==> src/rtl/instr_buff.sv <==
// Instruction buffer between the program loader and the fetch stage: a DEPTH-entry FIFO
// sequenced by an IDLE/FILL/DRAIN/TERM program-load FSM. Define INSTR_BUFF_FWFT_EN for a first-word fall-through read port.
module instr_buff #(
  parameter int  DEPTH   = 16,
  parameter int  CNT_W   = $clog2(DEPTH) + 1,
  parameter type instr_t = logic [31:0]
) (
  input  logic             clock,
  input  logic             reset,
  input  logic             I_Start,
  input  logic             I_We,
  input  logic             I_Last,
  input  instr_t           I_Wr_Instr,
  output logic             O_Full,
  input  logic             I_Re,
  output instr_t           O_Instr,
  output logic             O_Empty,
  output logic             O_Term,
  output logic [CNT_W-1:0] O_Count,
  output logic [1:0]       O_State
);

  // Handshake: a write transfers on a rising edge when I_We=1 and O_Full=0 in FILL.
  // A read transfers when I_Re=1 and O_Empty=0 in FILL or DRAIN. I_Start overrides both.
  localparam int PTR_W = $clog2(DEPTH);

  localparam logic [1:0] IDLE  = 2'd0;
  localparam logic [1:0] FILL  = 2'd1;
  localparam logic [1:0] DRAIN = 2'd2;
  localparam logic [1:0] TERM  = 2'd3;

  logic [1:0]       state;
  logic [1:0]       state_nxt;
  logic [PTR_W-1:0] wr_ptr;
  logic [PTR_W-1:0] rd_ptr;
  logic [CNT_W-1:0] count;
  instr_t           mem [DEPTH];

  logic empty;
  logic full;
  logic wr_acc;
  logic rd_acc;

  // Occupancy, not pointer equality, separates full from empty.
  assign empty  = (count == '0) || (state == IDLE) || (state == TERM);
  assign full   = (count == CNT_W'(DEPTH));
  assign wr_acc = !I_Start && (state == FILL) && I_We && !full;
  assign rd_acc = !I_Start && ((state == FILL) || (state == DRAIN)) && I_Re && !empty;

  always_comb begin
    state_nxt = state;
    if (I_Start) begin
      state_nxt = FILL;
    end else begin
      case (state)
        IDLE:    state_nxt = IDLE;
        FILL:    if (wr_acc && I_Last) state_nxt = DRAIN;
        DRAIN:   if (count == '0) state_nxt = TERM;
        TERM:    state_nxt = IDLE;
        default: state_nxt = IDLE;
      endcase
    end
  end

  always_ff @(posedge clock) begin
    if (reset) begin
      state  <= IDLE;
      wr_ptr <= '0;
      rd_ptr <= '0;
      count  <= '0;
    end else begin
      state <= state_nxt;
      if (I_Start) begin
        wr_ptr <= '0;
        rd_ptr <= '0;
        count  <= '0;
      end else begin
        if (wr_acc) wr_ptr <= wr_ptr + PTR_W'(1);
        if (rd_acc) rd_ptr <= rd_ptr + PTR_W'(1);
        case ({wr_acc, rd_acc})
          2'b10:   count <= count + CNT_W'(1);
          2'b01:   count <= count - CNT_W'(1);
          default: count <= count;
        endcase
      end
    end
  end

  // Storage is deliberately not reset; occupancy alone decides what is readable.
  always_ff @(posedge clock) begin
    if (wr_acc) mem[wr_ptr] <= I_Wr_Instr;
  end

`ifdef INSTR_BUFF_FWFT_EN
  assign O_Instr = empty ? '0 : mem[rd_ptr];
`else
  always_ff @(posedge clock) begin
    if (reset) begin
      O_Instr <= '0;
    end else if (rd_acc) begin
      O_Instr <= mem[rd_ptr];
    end
  end
`endif

  assign O_Empty = empty;
  assign O_Full  = full;
  assign O_Term  = (state == TERM);
  assign O_Count = count;
  assign O_State = state;

endmodule

==> config.mk <==
export PLATFORM = sky130hd
export DESIGN_NAME = instr_buff
export DESIGN_NICKNAME = d
export VERILOG_FILES = /design/src/rtl/instr_buff.sv
export SDC_FILE = /design/constraint.sdc
export NUM_CORES = 1
export LEC_CHECK = 0
export CORE_MARGIN = 5
export CORE_UTILIZATION = 45
export DETAILED_ROUTE_END_ITERATION = 10
export PLACE_DENSITY = 0.65
export SYNTH_ARGS = -nofsm -noshare
export SYNTH_HDL_FRONTEND = slang
export SYNTH_SLANG_ARGS = --single-unit
==> constraint.sdc <==
create_clock -name clock -period 12.09 [get_ports clock]
set_clock_uncertainty 0.05 [all_clocks]
set_input_delay 3.627 -clock clock [delete_from_list [all_inputs] [get_ports clock]]
set_output_delay 3.627 -clock clock [all_outputs]
set_load 0.02 [all_outputs]
Yosys cells after proc, flatten, opt, wreduce, memory -nomap -nowiden
Memories as Yosys holds them, arrays and structs flattened. A register that Yosys moved wholly into a read port is not among the register bits.
Cells that the tools add are included.
{ "op_classes": {"add_sub_neg": 4, "mul": 0, "div": 0, "magnitude_cmp": 0, "eq_ne": 10, "shift": 0, "n_mux": 7, "n_bitwise": 0, "n_reduce_logical": 20} }
{ "ops": {"columns": ["operator", "n"], "rows": [
  ["$pmux 5 s2", 1],
  ["$add 4x1->4 const B", 2],
  ["$logic_and 1x1->1", 7],
  ["$eq 2x2->1 const B", 3],
  ["$pmux 2 s3", 1],
  ["$add 5x1->5 const B", 1],
  ["$eq 5x5->1 const B", 1],
  ["$logic_not 5->1", 1],
  ["$sub 5x1->5 const B", 1],
  ["$eq 2x1->1 const B", 2],
  ["$mux 2", 2],
  ["$reduce_and 2->1", 2],
  ["$reduce_or 2->1", 2],
  ["$logic_not 1->1", 3],
  ["$logic_or 1x1->1", 3],
  ["$mux 1", 3],
  ["$ne 3x2->1 const B", 1],
  ["$ne 3x3->1 const B", 1],
  ["$logic_not 2->1", 1],
  ["$ne 2x1->1 const B", 1],
  ["$ne 2x2->1 const B", 1],
  ["$reduce_bool 2->1", 1]
]} }
{ "word_totals": {"reg_bits": 15, "latch_bits": 0, "ramBits": 512, "romBits": 0, "input_bits": 38, "output_inout_bits": 42, "elab_cells": 47, "memories": 1} }
{ "memory_table": {"columns": ["memory", "words", "width", "read_ports", "rd_clocked_by_memory_dff", "wr", "line_no", "text"], "rows": [
  ["mem", 16, 32, 1, 1, 1, "37", "instr_t mem [DEPTH];"]
]} }

Logic depth before layout (Yosys ltp)
{ "depth": {"ltp_word": 8, "ltp_mapped": 11, "mapped_depth_nobuf": 11} }

Least setup slack after synthesis
No wires, ideal clock.
{ "synth_timing": {"path_kind": "input -> register", "startpoint": "in I_Start", "endpoint": "mem mem[0][0] (netlist name), enable pin", "setup_time_ns": 0.461, "arrival_time_ns": 6.551, "t_required_ns": 11.579, "slack_ns": 5.028, "cell_stages": 4, "n_path_buf": 0, "path_cell_list": "nand3b_1 -> a21oi_1 -> nand2_1 -> nor3_1"} }
{ "synth_between": {"elab_chain_len": 6} }
{ "synth_rtl": {"columns": ["item", "line_no", "text"], "rows": [
  ["start: declaration", "10", "input logic I_Start,"],
  ["$logic_not 1->1", "47", "assign wr_acc = !I_Start && (state == FILL) && I_We && !full;"],
  ["$logic_and 1x1->1 (3 in a row)", "47", null],
  ["$mux 1", "91", "if (wr_acc) mem[wr_ptr] <= I_Wr_Instr;"],
  ["$mux 1 (not written as such)", "91", null],
  ["end: declaration", "37", null]
]} }
Every way passes these cells.

Worst setup path after layout
{ "layout_timing": {"startpoint": "in I_Start", "endpoint": "mem mem[6][3] (netlist name), enable pin"} }
Same word-level chain as after synthesis.

==> summary.txt <==
Outcome
  – Status: complete, no violations

Logic synthesis
  – Post-synth ARST share: 0
  – Gate Count Post-Synth: 984
  – Yosys reg bits: 559
  – Prevailing post-synth register cell: edfxtp_1
  – Adder-cell share of the synthesized area: 0.00854
  – Mux cell area share after synthesis: 0.169
  – Main combinational cell family by area after synthesis: multiplexers
  – Synth Area per Inst: 21.7 sq um
  – Post-synth top cells: edfxtp_1 (512), mux4_2 (128), nor2_1 (59)
  – Area of the mapped netlist: 0.0214 sq mm
  – Simple-gate share of the synthesized area: 0.0188
  – Post-synth top area share: 0.719
  – Yosys top cell by area: edfxtp_1
  – Xor/xnor share of the synthesized area: 0.00287
  – Synth Area in Compound Gates: 0.0236
  – Post-synth EDFFs: 512
  – Top-count cell post-synth: edfxtp_1
  – Cell variety after synth: 42
  – Synth Warn #: 0
  – Seq/Total Area, Yosys: 0.763
  – Synth top area cells: edfxtp_1 (72%), mux4_2 (13%), dfxtp_1 (4.4%)
  – Syn_nets: 1036

Clock network
  – Cts hold-fix bufs: 0
  – CTS tree: done
  – Clk sink count: 559
  – Worst-skew pair later-pin latency: 0.59 ns
  – H-tree depth: 2
  – Post-CTS sizing: 0
  – TritonCTS Buffers: 55
  – Clock Path Buffers: 3
  – Clk root buf: clkbuf_16
  – Post CTS Setup Buffer Count: 0
  – Clock-pin slew on the worst setup and hold paths: 0.06 ns

Layout
  – Antenna Cells: 0
  – Area occupied by multi-input gates: 0.00489 sq mm
  – Reg area: 0.0163 sq mm
  – Filler cell count: 3629
  – Area grow syn2layout: 16.0%
  – Fraction of layout cells with a size suffix above 1: 0.260
  – Final net count: 1147

STA
  – Rel. slew slack: 0.191
  – Final-report max-slew violation count: 0
  – Worst Max-Slew Pin Slew: 1.21 ns
  – F_max: 164 MHz
  – RSZ-0062 raised after global routing: no
  – Hold_ws: 0.439 ns
  – Final period util: 0.505
  – Final min period: 6.10 ns
  – Endpoints failing setup: 0
  – Final setup TNS: 0 ns
  – Fin. Hold Viols: 0

Min path
  – WHS Path Cells: 1
  – Worst hold path type: reg2reg

Global routing
  – Initial antenna violation count: 0
  – GR Overflow Total: 0
  – Vias in the first global route: 10.6k
  – Largest net degree at the start of global routing: 55
  – First-pass GRT wire length: 67.4 mm
  – GRT Total Usage: 0.169

Setup path
  – R2R cell count: 5
  – WP buf/inv: 1
  – Stages on the worst setup path: 5
  – Critical path class: in2reg
  – Crit-path max FO: 32
  – CP Data Required Time: 12.23 ns
  – Crit start category: input pin
  – Arr. time, crit path: 6.24 ns
  – Cell Chain, Critical Path: clkdlybuf4s50_1 > nand3b_1 > a21oi_1 > nand2_1 > nor2_4
  – Largest stage delay, worst path: 1.00 ns
  – Crit path capture type: flip-flop
  – Crit path max-delay family: simple AND/OR/NAND/NOR gates
  – Worst path slowest cell: nor2_4

Floorplan
  – Initial Util: 0.457
  – Die height: 228 microns
  – Row cnt: 79
  – Die area: 0.0520 sq mm
  – Io pins: 80
  – Core area: 0.0468 sq mm
  – Die Wd: 228 microns

Detailed routing
  – DR vias: 9936
  – DRT iter0 DRCs: 771
  – Post-Route WL: 43.9 mm
  – Final antenna-violating net count: 0
  – DRC Markers: 0
  – Vias per inst: 5.68
  – First drt pass iteration count: 6
  – Routed wire per std cell: 25.1 microns

Power and ir drop
  – Worst vdd ir: 0.117 mV
  – Power density over the cells: 156 mW/mm^2
  – Lkg Pwr: 7.61 nW

Run
  – Max-cap violation count: 0

Placed design
  – PortBufs: 79
  – Final GP Congestion: 0.731
  – Post-DP HPWL: 24.4 mm
-- routing by layer --
layer | wire length [microns] | global-route usage | vias up | part of all wire
met5 | 0 | 0 | - | 0
met4 | 796 | 0.0425 | 0 | 0.018
met3 | 2130 | 0.0263 | 54 | 0.049
met2 | 22200 | 0.287 | 252 | 0.51
met1 | 18800 | 0.233 | 5317 | 0.43
li1 | - | - | 4313 | -
-- cell usage in the layout (no fill, tap or decap), drive strengths merged, types with 2 or more instances in the layout --
cell,instances
clkdlybuf4s50,79
ha,13
nor3,4
nand2b,2
mux4,128
clkbuf,80
dfxtp,47
o21ai,5
nand2,10
mux2,32
edfxtp,512
mux2i,37
a21oi,9
a221o,32
bufinv,3
nand3b,2
a211o,2
nand3,3
inv,10
xor2,3
a21o,2
buf,25
xnor2,4
clkinv,19
or3,2
nor2,60
a211oi,2
-- stage by stage --
stage               cell area [sq um]  power, mW  worst slack (ns)   util  std cells
detailed placement              23000       2.22              5.33  0.492       1645
CTS                             24800       3.91              5.97  0.531       1748
finish                          24800       3.87              5.99  0.531       1748
floorplan                       21400       2.18              5.03      -        984
global route                    24800       4.00              5.83  0.531       1748
global placement                23000       2.22              5.41  0.492       1645
-- kinds of logic (layout without fill, tap and decap cells) --
group,count (synthesis),count (layout)
multiplexers,197,197
flip-flops,559,559
XOR/XNOR,7,7
AO/OA/AOI/OAI,58,58
adder cells (fa/ha/maj),14,14
buffers and inverters,60,217
AND/OR/NAND/NOR,89,89
-- power breakdown --
part,internal (mW),switching (mW)
clock network,0.992,0.694
registers,2.11,0.00230
logic,0.0225,0.0448
-- area by class of cell --
| type | count | share of cell area |
|---|---|---|
| clock buffers | 80 | 0.0654 |
| flip-flops and latches | 559 | 0.658 |
| multi-input cells | 365 | 0.197 |
| well taps | 607 | 0.0306 |
| repair buffers | 104 | 0.0394 |
| inverters | 10 | 0.00151 |
| clock inverters | 23 | 0.00762 |
-- state kept, by name, summed over array words and instances, names as in the netlist --
| name | count |
|---|---|
| wr_ptr | 4 |
| rd_ptr | 4 |
| mem | 512 |
| O_Count | 5 |
| O_Instr | 32 |
| O_State | 2 |
-- path summary, 6_finish.rpt --
| check | from | to | slack, ns |
|---|---|---|---|
| max | I_Start | mem[6][3] | 5.99 |
| min | O_Instr[23] | O_Instr[23] | 0.44 |
| max reg2reg | rd_ptr[0] | O_Instr[12] | 8.51 |
| min reg2reg | O_Instr[23] | O_Instr[23] | 0.44 |
Note: power is estimated with default switching activity, not from simulation.
